===== config.mk =====
export PLATFORM = sky130hd
export DESIGN_NAME = x86_prefetch_queue_flat
export DESIGN_NICKNAME = d
export VERILOG_FILES = /design/src/rtl/x86_prefetch_queue_pkg.sv /design/src/rtl/x86_prefetch_queue_if.sv /design/src/rtl/x86_prefetch_queue_pfq_fifo.sv /design/src/rtl/x86_prefetch_queue.sv /design/src/flat_wrapper.sv
export SDC_FILE = /design/constraint.sdc
export NUM_CORES = 1
export LEC_CHECK = 0
export ABC_AREA = 0
export BUFFER_PORTS_ARGS = -buffer_cell sky130_fd_sc_hd__buf_2
export CAP_MARGIN = 10
export CORE_ASPECT_RATIO = 1.25
export CORE_UTILIZATION = 26
export CTS_BUF_LIST = sky130_fd_sc_hd__clkbuf_4
export CTS_CLUSTER_SIZE = 16
export DETAILED_ROUTE_END_ITERATION = 7
export PLACE_DENSITY = 0.46
export SLEW_MARGIN = 5
export SYNTH_ARGS = -nofsm -noshare
export SYNTH_HDL_FRONTEND = slang
export SYNTH_HIERARCHICAL = 1
export SYNTH_SLANG_ARGS = --single-unit

===== constraint.sdc =====
create_clock -name clock -period 3.4 [get_ports clock]
set_input_delay 0.85 -clock clock [delete_from_list [all_inputs] [get_ports clock]]
set_output_delay 0.85 -clock clock [all_outputs]
set_load 0.02 [all_outputs]

===== src/rtl/x86_prefetch_queue_pkg.sv =====
// ============================================================================
// x86_prefetch_queue_pkg : shared FSM encodings, address width, helpers
// Revision 1.0
// ============================================================================
`default_nettype none

package x86_prefetch_queue_pkg;

  localparam int PF_AW = 20;

  typedef enum logic [0:0] {
    PF_FETCH = 1'b0,
    PF_GRANT = 1'b1
  } pf_state_e;

  // 8086 real-mode linear address: segment*16 + offset, truncated to 20 bits
  function automatic logic [PF_AW-1:0] lin_addr(input logic [15:0] seg,
                                                input logic [15:0] off);
    return PF_AW'({seg, 4'h0}) + PF_AW'(off);
  endfunction

endpackage

`default_nettype wire


===== src/rtl/x86_prefetch_queue_if.sv =====
// ============================================================================
// x86_prefetch_queue_if : decoder, EU and memory-bus signals of the prefetcher
// Revision 1.0
// ============================================================================
`default_nettype none

interface x86_prefetch_queue_if #(
  parameter int AW = x86_prefetch_queue_pkg::PF_AW
);
  logic          flush;
  logic [AW-1:0] flush_addr;
  logic [7:0]    q_data;
  logic          q_valid;
  logic          q_ready;
  logic          eu_req;
  logic [AW-1:0] eu_address;
  logic          eu_gnt;
  logic [AW-1:0] mem_address;
  logic [7:0]    mem_i_data;

  // master: the prefetch queue itself, which owns the memory port
  modport master (
    input  flush, flush_addr, q_ready, eu_req, eu_address, mem_i_data,
    output q_data, q_valid, eu_gnt, mem_address
  );

  modport slave (
    output flush, flush_addr, q_ready, eu_req, eu_address, mem_i_data,
    input  q_data, q_valid, eu_gnt, mem_address
  );
endinterface

`default_nettype wire


===== src/rtl/x86_prefetch_queue_pfq_fifo.sv =====
// ============================================================================
// pfq_fifo : DEPTH x 8 circular byte buffer with push/pop/clear
// Revision 1.0
// ============================================================================
`default_nettype none

module pfq_fifo #(
  parameter  int DEPTH = 6,
  localparam int CW    = $clog2(DEPTH + 1),
  localparam int PW    = $clog2(DEPTH)
) (
  input  wire logic          clock,
  input  wire logic          reset_n,
  input  wire logic          clear_i,
  input  wire logic          push_i,
  input  wire logic          pop_i,
  input  wire logic [7:0]    data_i,
  output      logic [7:0]    data_o,
  output      logic [CW-1:0] count_o
);
  logic [7:0]    mem_q [DEPTH];
  logic [PW-1:0] head_q, tail_q;
  logic [CW-1:0] count_q;
  logic          do_push, do_pop;

  function automatic logic [PW-1:0] ptr_inc(input logic [PW-1:0] p);
    return (p == PW'(DEPTH - 1)) ? '0 : p + PW'(1);
  endfunction

  assign do_pop  = pop_i && (count_q != '0);
  // A full buffer accepts a push only when the head leaves in the same cycle
  assign do_push = push_i && ((count_q != CW'(DEPTH)) || do_pop);

  always_ff @(posedge clock or negedge reset_n) begin
    if (!reset_n) begin
      head_q  <= '0;
      tail_q  <= '0;
      count_q <= '0;
    end else if (clear_i) begin
      head_q  <= '0;
      tail_q  <= '0;
      count_q <= '0;
    end else begin
      if (do_push) tail_q <= ptr_inc(tail_q);
      if (do_pop)  head_q <= ptr_inc(head_q);
      if (do_push && !do_pop)      count_q <= count_q + CW'(1);
      else if (do_pop && !do_push) count_q <= count_q - CW'(1);
    end
  end

  always_ff @(posedge clock) begin
    if (do_push) mem_q[tail_q] <= data_i;
  end

  assign data_o  = mem_q[head_q];
  assign count_o = count_q;

endmodule

`default_nettype wire


===== src/rtl/x86_prefetch_queue.sv =====
// ============================================================================
// x86_prefetch_queue : opcode prefetch FIFO + memory-port arbiter (EU first)
// Revision 1.0   optional statistics: `define PREFETCH_STATS_EN
// ============================================================================
`default_nettype none

module x86_prefetch_queue
  import x86_prefetch_queue_pkg::*;
#(
  parameter int DEPTH = 6,
  parameter int AW    = PF_AW
) (
  input  wire logic             clock,
  input  wire logic             reset_n,
  x86_prefetch_queue_if.master  bus
`ifdef PREFETCH_STATS_EN
  ,
  output      logic [15:0]      stat_flush,
  output      logic [15:0]      stat_starve
`endif
);
  localparam int CW = $clog2(DEPTH + 1);

  pf_state_e     state_q, state_d;
  logic [AW-1:0] fetch_addr_q, fetch_addr_d;
  logic          inflight_q, inflight_d;
  logic          issue;
  logic          pop;
  logic [CW-1:0] count;
  logic [CW:0]   occupancy;

  // Bytes already queued plus the one on its way back from memory
  assign occupancy = {1'b0, count} + (CW + 1)'(inflight_q);
  assign pop       = bus.q_ready && bus.q_valid;

  assign bus.q_valid     = (count != '0);
  assign bus.eu_gnt      = (state_q == PF_GRANT);
  assign bus.mem_address = bus.eu_gnt ? bus.eu_address : fetch_addr_q;

  always_comb begin
    state_d      = state_q;
    fetch_addr_d = fetch_addr_q;
    issue        = 1'b0;
    case (state_q)
      PF_FETCH: begin
        issue = !bus.eu_req && !bus.flush && (occupancy < (CW + 1)'(DEPTH));
        // An outstanding fetch must return before the EU may take the port
        if (bus.eu_req && !inflight_q) state_d = PF_GRANT;
      end
      PF_GRANT: begin
        if (!bus.eu_req) state_d = PF_FETCH;
      end
      default: state_d = PF_FETCH;
    endcase
    if (bus.flush)  fetch_addr_d = bus.flush_addr;
    else if (issue) fetch_addr_d = fetch_addr_q + AW'(1);
    inflight_d = issue;
  end

  always_ff @(posedge clock or negedge reset_n) begin
    if (!reset_n) begin
      state_q      <= PF_FETCH;
      fetch_addr_q <= '0;
      inflight_q   <= 1'b0;
    end else begin
      state_q      <= state_d;
      fetch_addr_q <= fetch_addr_d;
      inflight_q   <= inflight_d;
    end
  end

  // Clear outranks push, so a byte returning during a flush is dropped
  pfq_fifo #(.DEPTH(DEPTH)) u_fifo (
    .clock   (clock),
    .reset_n (reset_n),
    .clear_i (bus.flush),
    .push_i  (inflight_q),
    .pop_i   (pop),
    .data_i  (bus.mem_i_data),
    .data_o  (bus.q_data),
    .count_o (count)
  );

`ifdef PREFETCH_STATS_EN
  logic [15:0] stat_flush_q, stat_starve_q;

  always_ff @(posedge clock or negedge reset_n) begin
    if (!reset_n) begin
      stat_flush_q  <= '0;
      stat_starve_q <= '0;
    end else begin
      if (bus.flush && (stat_flush_q != 16'hFFFF))
        stat_flush_q <= stat_flush_q + 16'd1;
      if (bus.q_ready && !bus.q_valid && (stat_starve_q != 16'hFFFF))
        stat_starve_q <= stat_starve_q + 16'd1;
    end
  end

  assign stat_flush  = stat_flush_q;
  assign stat_starve = stat_starve_q;
`endif

endmodule

`default_nettype wire


===== src/flat_wrapper.sv =====
// flat-port wrapper written by rule: the top's interface ports become plain ports
module x86_prefetch_queue_flat import x86_prefetch_queue_pkg::*;
#(
  parameter int DEPTH = 6,
  parameter int AW    = PF_AW
)
  (clock, reset_n, bus_flush, bus_flush_addr, bus_q_ready, bus_eu_req, bus_eu_address, bus_mem_i_data, bus_q_data, bus_q_valid, bus_eu_gnt, bus_mem_address);
  x86_prefetch_queue_if #(.AW(AW)) bus_i ();
  input  wire logic clock;
  input  wire logic reset_n;
  input wire logic [$bits(bus_i.flush)-1:0] bus_flush;
  input wire logic [$bits(bus_i.flush_addr)-1:0] bus_flush_addr;
  input wire logic [$bits(bus_i.q_ready)-1:0] bus_q_ready;
  input wire logic [$bits(bus_i.eu_req)-1:0] bus_eu_req;
  input wire logic [$bits(bus_i.eu_address)-1:0] bus_eu_address;
  input wire logic [$bits(bus_i.mem_i_data)-1:0] bus_mem_i_data;
  output wire logic [$bits(bus_i.q_data)-1:0] bus_q_data;
  output wire logic [$bits(bus_i.q_valid)-1:0] bus_q_valid;
  output wire logic [$bits(bus_i.eu_gnt)-1:0] bus_eu_gnt;
  output wire logic [$bits(bus_i.mem_address)-1:0] bus_mem_address;
  assign bus_i.flush = bus_flush;
  assign bus_i.flush_addr = bus_flush_addr;
  assign bus_i.q_ready = bus_q_ready;
  assign bus_i.eu_req = bus_eu_req;
  assign bus_i.eu_address = bus_eu_address;
  assign bus_i.mem_i_data = bus_mem_i_data;
  assign bus_q_data = bus_i.q_data;
  assign bus_q_valid = bus_i.q_valid;
  assign bus_eu_gnt = bus_i.eu_gnt;
  assign bus_mem_address = bus_i.mem_address;
  x86_prefetch_queue #(.DEPTH(DEPTH), .AW(AW)) u_core (.clock(clock), .reset_n(reset_n), .bus(bus_i));
endmodule

==> results_dict.tcl, run 1 <==
set metrics [dict create \
    syn_area_sq_um 3940 \
    fmax_mhz 338 \
    async_reset_ff_frac 0.392 \
    power_switching_uw 610 \
    postSynthAreaPerCell_sq_um 12.5 \
    io_buffers 82 \
    postCtsResizedCells 0 \
    cts.sinks 79 \
    drt_pass1_iterations 6 \
    end_kind "output pin" \
    cts_root_buf "clkbuf_4" \
    max_stage_delay_ns 0.54 \
    rows 49 \
    rsz0062_at_grt "no" \
    p_leak_uw 0.00180 \
    io_pins 83 \
    postRouteAntennaNets 0 \
    synth_top_area_frac 0.366 \
    core_area_sq_um 14600 \
    antenna_found_initial 0 \
    clockBufferDepth 2 \
    synth_edf_count 48 \
    diodes 0 \
    final_max_slew_viol_count 0 \
    crit_fanout 16 \
    drc 4 \
    gp_congestion 0.720 \
    clkTransAtPathRegs_ns 0.15 \
    cts_htree_levels 3 \
    drtIter0Drc 89 \
    path_delay_family "multiplexers" \
    yosysTopAreaCell "edfxtp_1" \
    ys_ff_latch 79 \
    start_util 0.270 \
    critPathArrivalTime_ns 2.11 \
    grt_pass1_wl_microns 14400 \
    crit_buf_inv 2 \
    relSlewSlack 0.488 \
    total_power_uw 2050 \
    num_vias 2780 \
    dpl_cell_area_sq_um 4520 \
    crit_chain "buf_4 > mux4_2 > nor2_1 > a21oi_1 > buf_2" \
    syn_nets 370 \
    start_kind "register" \
    synth_simple_gate_area_frac 0.141 \
    fin_crit_sh 0.870 \
    seq_area_frac_synth 0.563 \
    ys_warn_count 6 \
    final_cell_area_sq_um 4670 \
    die_area_sq_um 15700 \
    final_common_cell "buf_2" \
    pwr-share-clk 0.300 \
    ys.flop_type "edfxtp_1" \
    grt_max_degree 39 \
    hpwl_microns 6010 \
    avgRoutedWirePerCell_microns 15.3 \
    finalSetupTns_ns 0 \
    fin_crit_ns 2.96 \
    seqPwrFrac 0.544 \
    synthMuxAreaShare 0.135 \
    failed_checks "DRC" \
    hold_buffers 0 \
    grt_pass1_vias 2781 \
    slowest_stage "mux4_2" \
    ir_drop_v 0.000152 \
    overflow 0 \
    die_h_microns 140 \
    fin_ws_ns 0.440 \
    clk_latency_ns 0.45 \
    intPower_uw 1440 \
    synth_top_family_by_area "simple AND/OR/NAND/NOR gates" \
    worst-slew-pin-transition_ns 0.768 \
    status "finished with violations" \
    cts_tree "built" \
    cts_setup_buffers 0 \
    layout-area-overhead-vs-synth_pct 18.6 \
    drive_gt1_frac 0.374 \
    cts_buffers 9 \
    worstPathRequired_ns 2.55 \
    track_usage 0.121 \
    final_cell_mix "buf_2, edfxtp_1, dfrtp_1" \
    ys_top_cells_by_area "edfxtp_1, dfrtp_1, mux2_2, mux4_2, nor2_1" \
    ys_types 58 \
    syn_inst 314 \
    swShare 0.298 \
    dpl_worst_slack_ns 0.634 \
    die_w_microns 112 \
    power-per-cell-area_nw_per_um2 438 \
    power_frac_comb 0.155 \
    num-fill-cells 1504 \
    setup_viol 0 \
    whs_ns 0.450 \
    critical_path_class "register to output pin" \
    synth_compound_area_frac 0.0959 \
    viasPerCell 4.80 \
    nNetsFinal 452 \
    finalClockSkew_ns 0.0190 \
    hp-class "input port to async pin" \
    maxCapViolations 0 \
    hold_violations 0 \
    wl_microns 8890 \
    synthAdderAreaFrac 0.0114 \
    synth-xor-area-share 0.0152 \
]
cell usage after synthesis, drive strengths merged, types with 4 or more instances:
cell type,n
o21ai,17
nand4,6
nor2,30
mux4,8
inv,10
dfrtp,31
buf,11
o211ai,4
a31oi,5
nand2,26
mux2i,9
a21oi,15
nand3,12
clkbuf,8
nor3,6
mux2,23
o311ai,9
edfxtp,48
stage by stage:
step | cells | util
final | 579 | 0.320
after global routing | 579 | 0.320
after CTS | 579 | 0.320
after detailed placement | 563 | 0.310
after global placement | 563 | 0.310
after floorplan | 314 | -
power by group through the flow:
stage               combinational, uW  sequential, uW  clock (uW)
finish                            318            1110         614
global route                      353            1120         679
CTS                               325            1110         648
detailed placement                324            1130           0
global placement                  322            1130           0
floorplan                         233            1110           0
cell type report:
type / count / area, sq um / area share
Sequential cell: 79 / 2220 / 0.474
Multi-Input combinational cell: 206 / 1570 / 0.336
Timing Repair Buffer: 90 / 470 / 0.101
Tap cell: 178 / 223 / 0.0476
Clock inverter: 7 / 88.8 / 0.0190
Clock buffer: 9 / 67.6 / 0.0145
Inverter: 10 / 37.5 / 0.00803
sequential cells by signal, indices dropped and copies added, names as in the netlist:
register and cells:
u_core/inflight_q 1, u_core/fetch_addr_q 20, u_core/u_fifo/mem_q 48, u_core/bus.eu_gnt 1, u_core/u_fifo/tail_q 3, u_core/u_fifo/count_o 3
u_core/u_fifo/head_q 3
layer usage:
metal | up-vias | track usage | share of wire
met5 | - | 0 | 0
met4 | 0 | 0.0526 | 0.017
met3 | 11 | 0.0305 | 0.052
met2 | 89 | 0.205 | 0.51
met1 | 1328 | 0.145 | 0.42
li1 | 1352 | - | -
worst paths after layout:
path | start | to | slack [ns] | cells after the start
worst max register to register | u_core/u_fifo/count_o[2]$_DFFE_PN0P_ | u_core/u_fifo/count_o[2]$_DFFE_PN0P_ | 0.70 | 8
worst max-delay path | u_core/u_fifo/head_q[0]$_DFFE_PN0P_ | bus_q_data[1] | 0.44 | 5
worst min register to register | u_core/fetch_addr_q[19]$_DFFE_PN0P_ | u_core/fetch_addr_q[19]$_DFFE_PN0P_ | 0.54 | 1
worst min-delay path | reset_n | u_core/fetch_addr_q[7]$_DFFE_PN0P_ | 0.45 | 1
max in group asynchronous | reset_n | u_core/u_fifo/head_q[2]$_DFFE_PN0P_ | 2.45 | 1
min in group clock | u_core/fetch_addr_q[19]$_DFFE_PN0P_ | u_core/fetch_addr_q[19]$_DFFE_PN0P_ | 0.54 | 1
kinds of logic after synthesis:
kind of cell             after synthesis
adder cells (fa/ha/maj)                3
multiplexers                          40
AO/OA/AOI/OAI                         58
buffers and inverters                 29
AND/OR/NAND/NOR                       99
flip-flops                            79
XOR/XNOR                               6
(Power assumes the default switching activity.)
==> run 2, diff against run 1 <==
--- a/config.mk
+++ b/config.mk
@@ -5,7 +5,7 @@
 export SDC_FILE = /design/constraint.sdc
 export NUM_CORES = 1
 export LEC_CHECK = 0
-export ABC_AREA = 0
+export ABC_AREA = 1
 export BUFFER_PORTS_ARGS = -buffer_cell sky130_fd_sc_hd__buf_2
 export CAP_MARGIN = 10
 export CORE_ASPECT_RATIO = 1.25
==> results_dict.tcl, run 2 <==
set metrics [dict create \
    status "finished clean" \
    finalClockSkew_ns 0.0111 \
    whs_ns 0.460 \
    start_util 0.266 \
    clockBufferDepth 2 \
    ys.flop_type "edfxtp_1" \
    ys_ff_latch 79 \
    rsz0062_at_grt "no" \
    ys_types 33 \
    avgRoutedWirePerCell_microns 13.3 \
    final_cell_mix "nand2_1, buf_2, nand3_1" \
    track_usage 0.133 \
    synth_common_cells "nand2_1, nand3_1, edfxtp_1" \
    overflow 0 \
    fmax_mhz 354 \
    cts_tree "built" \
    relSlewSlack 0.494 \
    crit_fanout 11 \
    syn_nets 568 \
    cts.sinks 79 \
    clkTransAtPathRegs_ns 0.13 \
    drive_gt1_frac 0.224 \
    drtIter0Drc 194 \
    synth_top_area_frac 0.333 \
    timing.rr.start "u_core/u_fifo/count_o[2]$_DFFE_PN0P_" \
    viasPerCell 4.56 \
    r2r-end "u_core/u_fifo/count_o[2]$_DFFE_PN0P_" \
    die_w_microns 117 \
    num_vias 3719 \
    gp_congestion 0.828 \
    crit_chain "nand2_1 > clkinv_1 > nand2_1 > o211ai_1 > nand2_1 > nand2_1 > buf_2" \
    die_h_microns 146 \
    postRouteAntennaNets 0 \
    critical_path_class "register to output pin" \
    r2r_slack_ns 1.02 \
    cts_setup_buffers 0 \
    regMostFlops "u_core/u_fifo/mem_q" \
    ys_warn_count 6 \
    power-per-cell-area_nw_per_um2 505 \
    cts_root_buf "clkbuf_4" \
    die_area_sq_um 17200 \
    fin_crit_ns 2.82 \
    hpwl_microns 7870 \
    final_max_slew_viol_count 0 \
    grt_pass1_wl_microns 17900 \
    finalSetupTns_ns 0 \
    diodes 0 \
    clk_latency_ns 0.44 \
    grt_pass1_vias 3542 \
    grt_max_degree 41 \
    syn_area_sq_um 4330 \
    ff2ff_path_depth 10 \
    yosysTopAreaCell "edfxtp_1" \
    critPathArrivalTime_ns 1.97 \
    final_cell_area_sq_um 5130 \
    largest_register_ffs 48 \
    postCtsResizedCells 0 \
    hold_buffers 0 \
    hold_violations 0 \
    fin_crit_sh 0.830 \
    maxCapViolations 0 \
    ir_drop_v 0.000162 \
    core_area_sq_um 16300 \
    nNetsFinal 651 \
    postSynthAreaPerCell_sq_um 8.46 \
    start_kind "register" \
    syn_inst 512 \
    end_kind "output pin" \
    antenna_found_initial 0 \
    cts_buffers 9 \
    async_reset_ff_frac 0.392 \
    worstPathRequired_ns 2.55 \
    synth_edf_count 48 \
    final_common_cell "nand2_1" \
    top_regs "u_core/u_fifo/mem_q x48, u_core/fetch_addr_q x20" \
    dpl_cell_area_sq_um 4970 \
    drc 0 \
    ys_top_cells_by_area "edfxtp_1, dfrtp_1, nand2_1, nand3_1, o21ai_0" \
    setup_viol 0 \
    cpMostUsedCell "nand2_1" \
    wl_microns 10800 \
    hp-class "input port to async pin" \
    rows 52 \
    p_leak_uw 0.00233 \
    layout-area-overhead-vs-synth_pct 18.3 \
    io_pins 83 \
    seq_area_frac_synth 0.512 \
    worst-slew-pin-transition_ns 0.759 \
    io_buffers 82 \
    max_stage_delay_ns 0.57 \
    synth.most_common_cell "nand2_1" \
    slowest_stage "dfrtp_1" \
    cts_htree_levels 3 \
    drt_pass1_iterations 4 \
]
## run 2: cell types whose count changed in the layout (fill, tap and decap cells not counted), sizes merged, moves of 8 or more
cell and change:
inv +33, o21ai +20, nor2 +18, nand2 +139
o311ai -9, nand3 +55, mux4 -8, mux2i -9
mux2 -23
## run 2: metrics by stage
stage	total power, uW	worst slack (ns)	utilization	instances
global route	2760	0.352	0.315	815
finish	2590	0.577	0.315	815
global placement	1980	0.754	0.306	800
detailed placement	1990	0.698	0.306	800
CTS	2640	0.487	0.315	815
floorplan	1750	0.615	-	512
## run 2: area by class of cell
cell class,instances,area [sq um]
Clock buffer,9,67.6
Clock inverter,6,86.3
Fill cell,1776,11100
Inverter,52,195
Multi-Input combinational cell,364,1830
Sequential cell,79,2220
Tap cell,216,270
Timing Repair Buffer,89,463
## run 2: critical path: cells and delay by family, from the launching register on
| family | cells | cell delay, ns |
|---|---|---|
| AOI/OAI and AO/OA | 1 | 0.11 |
| DFF | 1 | 0.57 |
| and+or+nand+nor | 4 | 0.43 |
| buffers and inverters | 2 | 0.43 |
## run 2: report_power, final
group | leakage (uW) | total, uW | switching [uW] | internal, uW
sequential | 0.000821 | 1180 | 98.5 | 1080
clock | 0.0000717 | 631 | 340 | 291
combinational | 0.00144 | 777 | 513 | 264
total | 0.00233 | 2590 | 951 | 1640
## run 2: logic make-up (layout without fill, tap and decap cells)
group                    count (synthesis)  count (layout)  share of synthesized area
AND/OR/NAND/NOR                        297             297                      0.323
buffers and inverters                   69             156                     0.0664
AO/OA/AOI/OAI                           57              57                     0.0739
flip-flops                              79              79                      0.512
XOR/XNOR                                 7               7                     0.0142
adder cells (fa/ha/maj)                  3               3                     0.0104
## run 2: layer usage
metal  part of all wire  routed length [microns]  vias up  GRT usage
li1                   -                        -     1871          -
met3              0.046                      503       17     0.0246
met4              0.033                      360        0     0.0701
met5                  0                        0        -          0
met1               0.45                     4900     1712      0.165
met2               0.47                     5080      119      0.220
## run 2: how the worst max path moves through the flow
stage / start / to / slack [ns]
2_1_floorplan: bus_q_ready / u_core/u_fifo/mem_q[3][0]$_DFFE_PP_ / 0.61
3_3_place_gp: bus_q_ready / u_core/u_fifo/count_o[2]$_DFFE_PN0P_ / 0.75
3_5_place_dp: bus_q_ready / u_core/u_fifo/count_o[2]$_DFFE_PN0P_ / 0.70
4_1_cts: u_core/u_fifo/head_q[1]$_DFFE_PN0P_ / bus_q_data[4] / 0.49
5_1_grt: u_core/u_fifo/head_q[1]$_DFFE_PN0P_ / bus_q_data[6] / 0.35
6_report: u_core/u_fifo/head_q[1]$_DFFE_PN0P_ / bus_q_data[6] / 0.58
==> run 3, diff against run 2 <==
--- a/config.mk
+++ b/config.mk
@@ -13,7 +13,7 @@
 export CTS_BUF_LIST = sky130_fd_sc_hd__clkbuf_4
 export CTS_CLUSTER_SIZE = 16
 export DETAILED_ROUTE_END_ITERATION = 7
-export PLACE_DENSITY = 0.46
+export PLACE_DENSITY = 0.47
 export SLEW_MARGIN = 5
 export SYNTH_ARGS = -nofsm -noshare
 export SYNTH_HDL_FRONTEND = slang
==> constraint.sdc (replaced) <==
create_clock -name clock -period 2.5 [get_ports clock]
set_input_delay 0.625 -clock clock [delete_from_list [all_inputs] [get_ports clock]]
set_output_delay 0.625 -clock clock [all_outputs]
set_load 0.02 [all_outputs]
==> results_dict.tcl, run 3 (same netlist as run 2, synthesis figures left out) <==
set metrics [dict create \
    cts_tree "built" \
    layout-area-overhead-vs-synth_pct 20.2 \
    grt-busiest-layer "met2" \
    power-per-cell-area_nw_per_um2 685 \
    num_vias 3669 \
    cts_buffers 9 \
    die_area_sq_um 17200 \
    wl_microns 11000 \
    drtIter0Drc 170 \
    fin_crit_ns 2.33 \
    whs_ns 0.247 \
    setup_viol 0 \
    hold_violations 0 \
    postRouteAntennaNets 0 \
    clockBufferDepth 2 \
    die_h_microns 146 \
    final_max_slew_viol_count 0 \
    final_cell_mix "nand2_1, buf_2, nand3_1" \
    finalClockSkew_ns 0.0160 \
    start_util 0.266 \
    maxCapViolations 0 \
    worst-slew-pin-transition_ns 0.791 \
    overflow 0 \
    hpwl_microns 8030 \
    fin_crit_sh 0.933 \
    final_common_cell "nand2_1" \
    use_met1 0.165 \
    relSlewSlack 0.473 \
    nNetsFinal 660 \
    power_frac_comb 0.308 \
    cts_htree_levels 3 \
    pwr-share-clk 0.242 \
    seqPwrFrac 0.451 \
    num-fill-cells 1783 \
    ir_drop_v 0.000206 \
    io_pins 83 \
    clk_latency_ns 0.44 \
    viasPerCell 4.45 \
    p_leak_uw 0.00239 \
    grt_pass1_wl_microns 18400 \
    crit_fanout 25 \
    intPower_uw 2280 \
    clkTransAtPathRegs_ns 0.13 \
    end_kind "output pin" \
    fmax_mhz 429 \
    rsz0062_at_grt "no" \
    met3_usage 0.0219 \
    cts_root_buf "clkbuf_4" \
    regMostFlops "u_core/u_fifo/mem_q" \
    top_regs "u_core/u_fifo/mem_q x48, u_core/fetch_addr_q x20" \
    critical_path_class "register to output pin" \
    die_w_microns 117 \
    grt_max_degree 37 \
    drc 0 \
    worstPathRequired_ns 1.88 \
    critPathArrivalTime_ns 1.71 \
    antenna_found_initial 0 \
    power_switching_uw 1290 \
    largest_register_ffs 48 \
    cts.sinks 79 \
    total_power_uw 3570 \
    swShare 0.362 \
    diodes 0 \
    core_area_sq_um 16300 \
    hp-class "input port to async pin" \
    rows 52 \
    gp_congestion 0.796 \
    drive_gt1_frac 0.241 \
    status "finished clean" \
    track_usage 0.138 \
    io_buffers 82 \
    start_kind "register" \
    drt_pass1_iterations 4 \
    gr-usage-met2 0.245 \
    avgRoutedWirePerCell_microns 13.4 \
    grt_pass1_vias 3576 \
]
-- run 3: worst paths after layout --
check                                                             to  depth (start not counted)  slack, ns                                  from
worst max register to register  u_core/u_fifo/count_o[2]$_DFFE_PN0P_                         13       0.31  u_core/u_fifo/count_o[0]$_DFFE_PN0P_
max in group asynchronous        u_core/u_fifo/head_q[0]$_DFFE_PN0P_                          1       1.69                               reset_n
min in group clock               u_core/fetch_addr_q[12]$_DFFE_PN0P_                          3       0.39                    bus_flush_addr[12]
worst max-delay path                                   bus_q_data[1]                          5       0.17   u_core/u_fifo/head_q[0]$_DFFE_PN0P_
worst min register to register    u_core/fetch_addr_q[0]$_DFFE_PN0P_                          2       0.56    u_core/fetch_addr_q[0]$_DFFE_PN0P_
worst min-delay path             u_core/fetch_addr_q[19]$_DFFE_PN0P_                          1       0.25                               reset_n
-- run 3: what timing repair did --
action,in CTS,in global routing
setup buffers,0,2
hold buffers,0,0
setup endpoints to repair,8,5
gates resized for setup,3,2
gates cloned,0,0
-- run 3: layer usage --
layer,wire length [microns],share of wire
met1,4920,0.45
met2,5550,0.50
met3,407,0.037
met4,155,0.014
met5,0,0
-- run 3: power groups by stage --
| stage | logic [uW] | clock network [uW] | registers, uW |
|---|---|---|---|
| finish | 1100 | 862 | 1610 |
| global route | 1240 | 950 | 1620 |
| CTS | 1090 | 904 | 1610 |
| detailed placement | 1090 | 0 | 1640 |
| global placement | 1070 | 0 | 1640 |
| floorplan | 781 | 0 | 1590 |
-- run 3: critical path, stage by stage (launching register included) --
cell and delay, ns:
dfrtp_2 0.47, inv_4 0.23, nand3_1 0.11, nand3_1 0.10, a2bb2oi_1 0.17, buf_2 0.19
-- run 3: area by class of cell --
class / count / area, sq um / area share
multi-input cells: 364 / 1830 / 0.351
flip-flops and latches: 79 / 2220 / 0.426
well taps: 216 / 270 / 0.0519
repair buffers: 98 / 531 / 0.102
clock inverters: 6 / 85.1 / 0.0163
clock buffers: 10 / 75.1 / 0.0144
inverters: 52 / 201 / 0.0387
-- run 3: metrics by stage --
step                utilization  setup WS (ns)  cells  cell area [sq um]  TNS, ns
floorplan                     -        -0.0602    512               4330    -2.41
global placement          0.309          0.248    807               5020        0
detailed placement        0.309          0.202    807               5020        0
CTS                       0.319         0.0601    823               5190        0
global route              0.320        0.00382    825               5210        0
finish                    0.320          0.167    825               5210        0
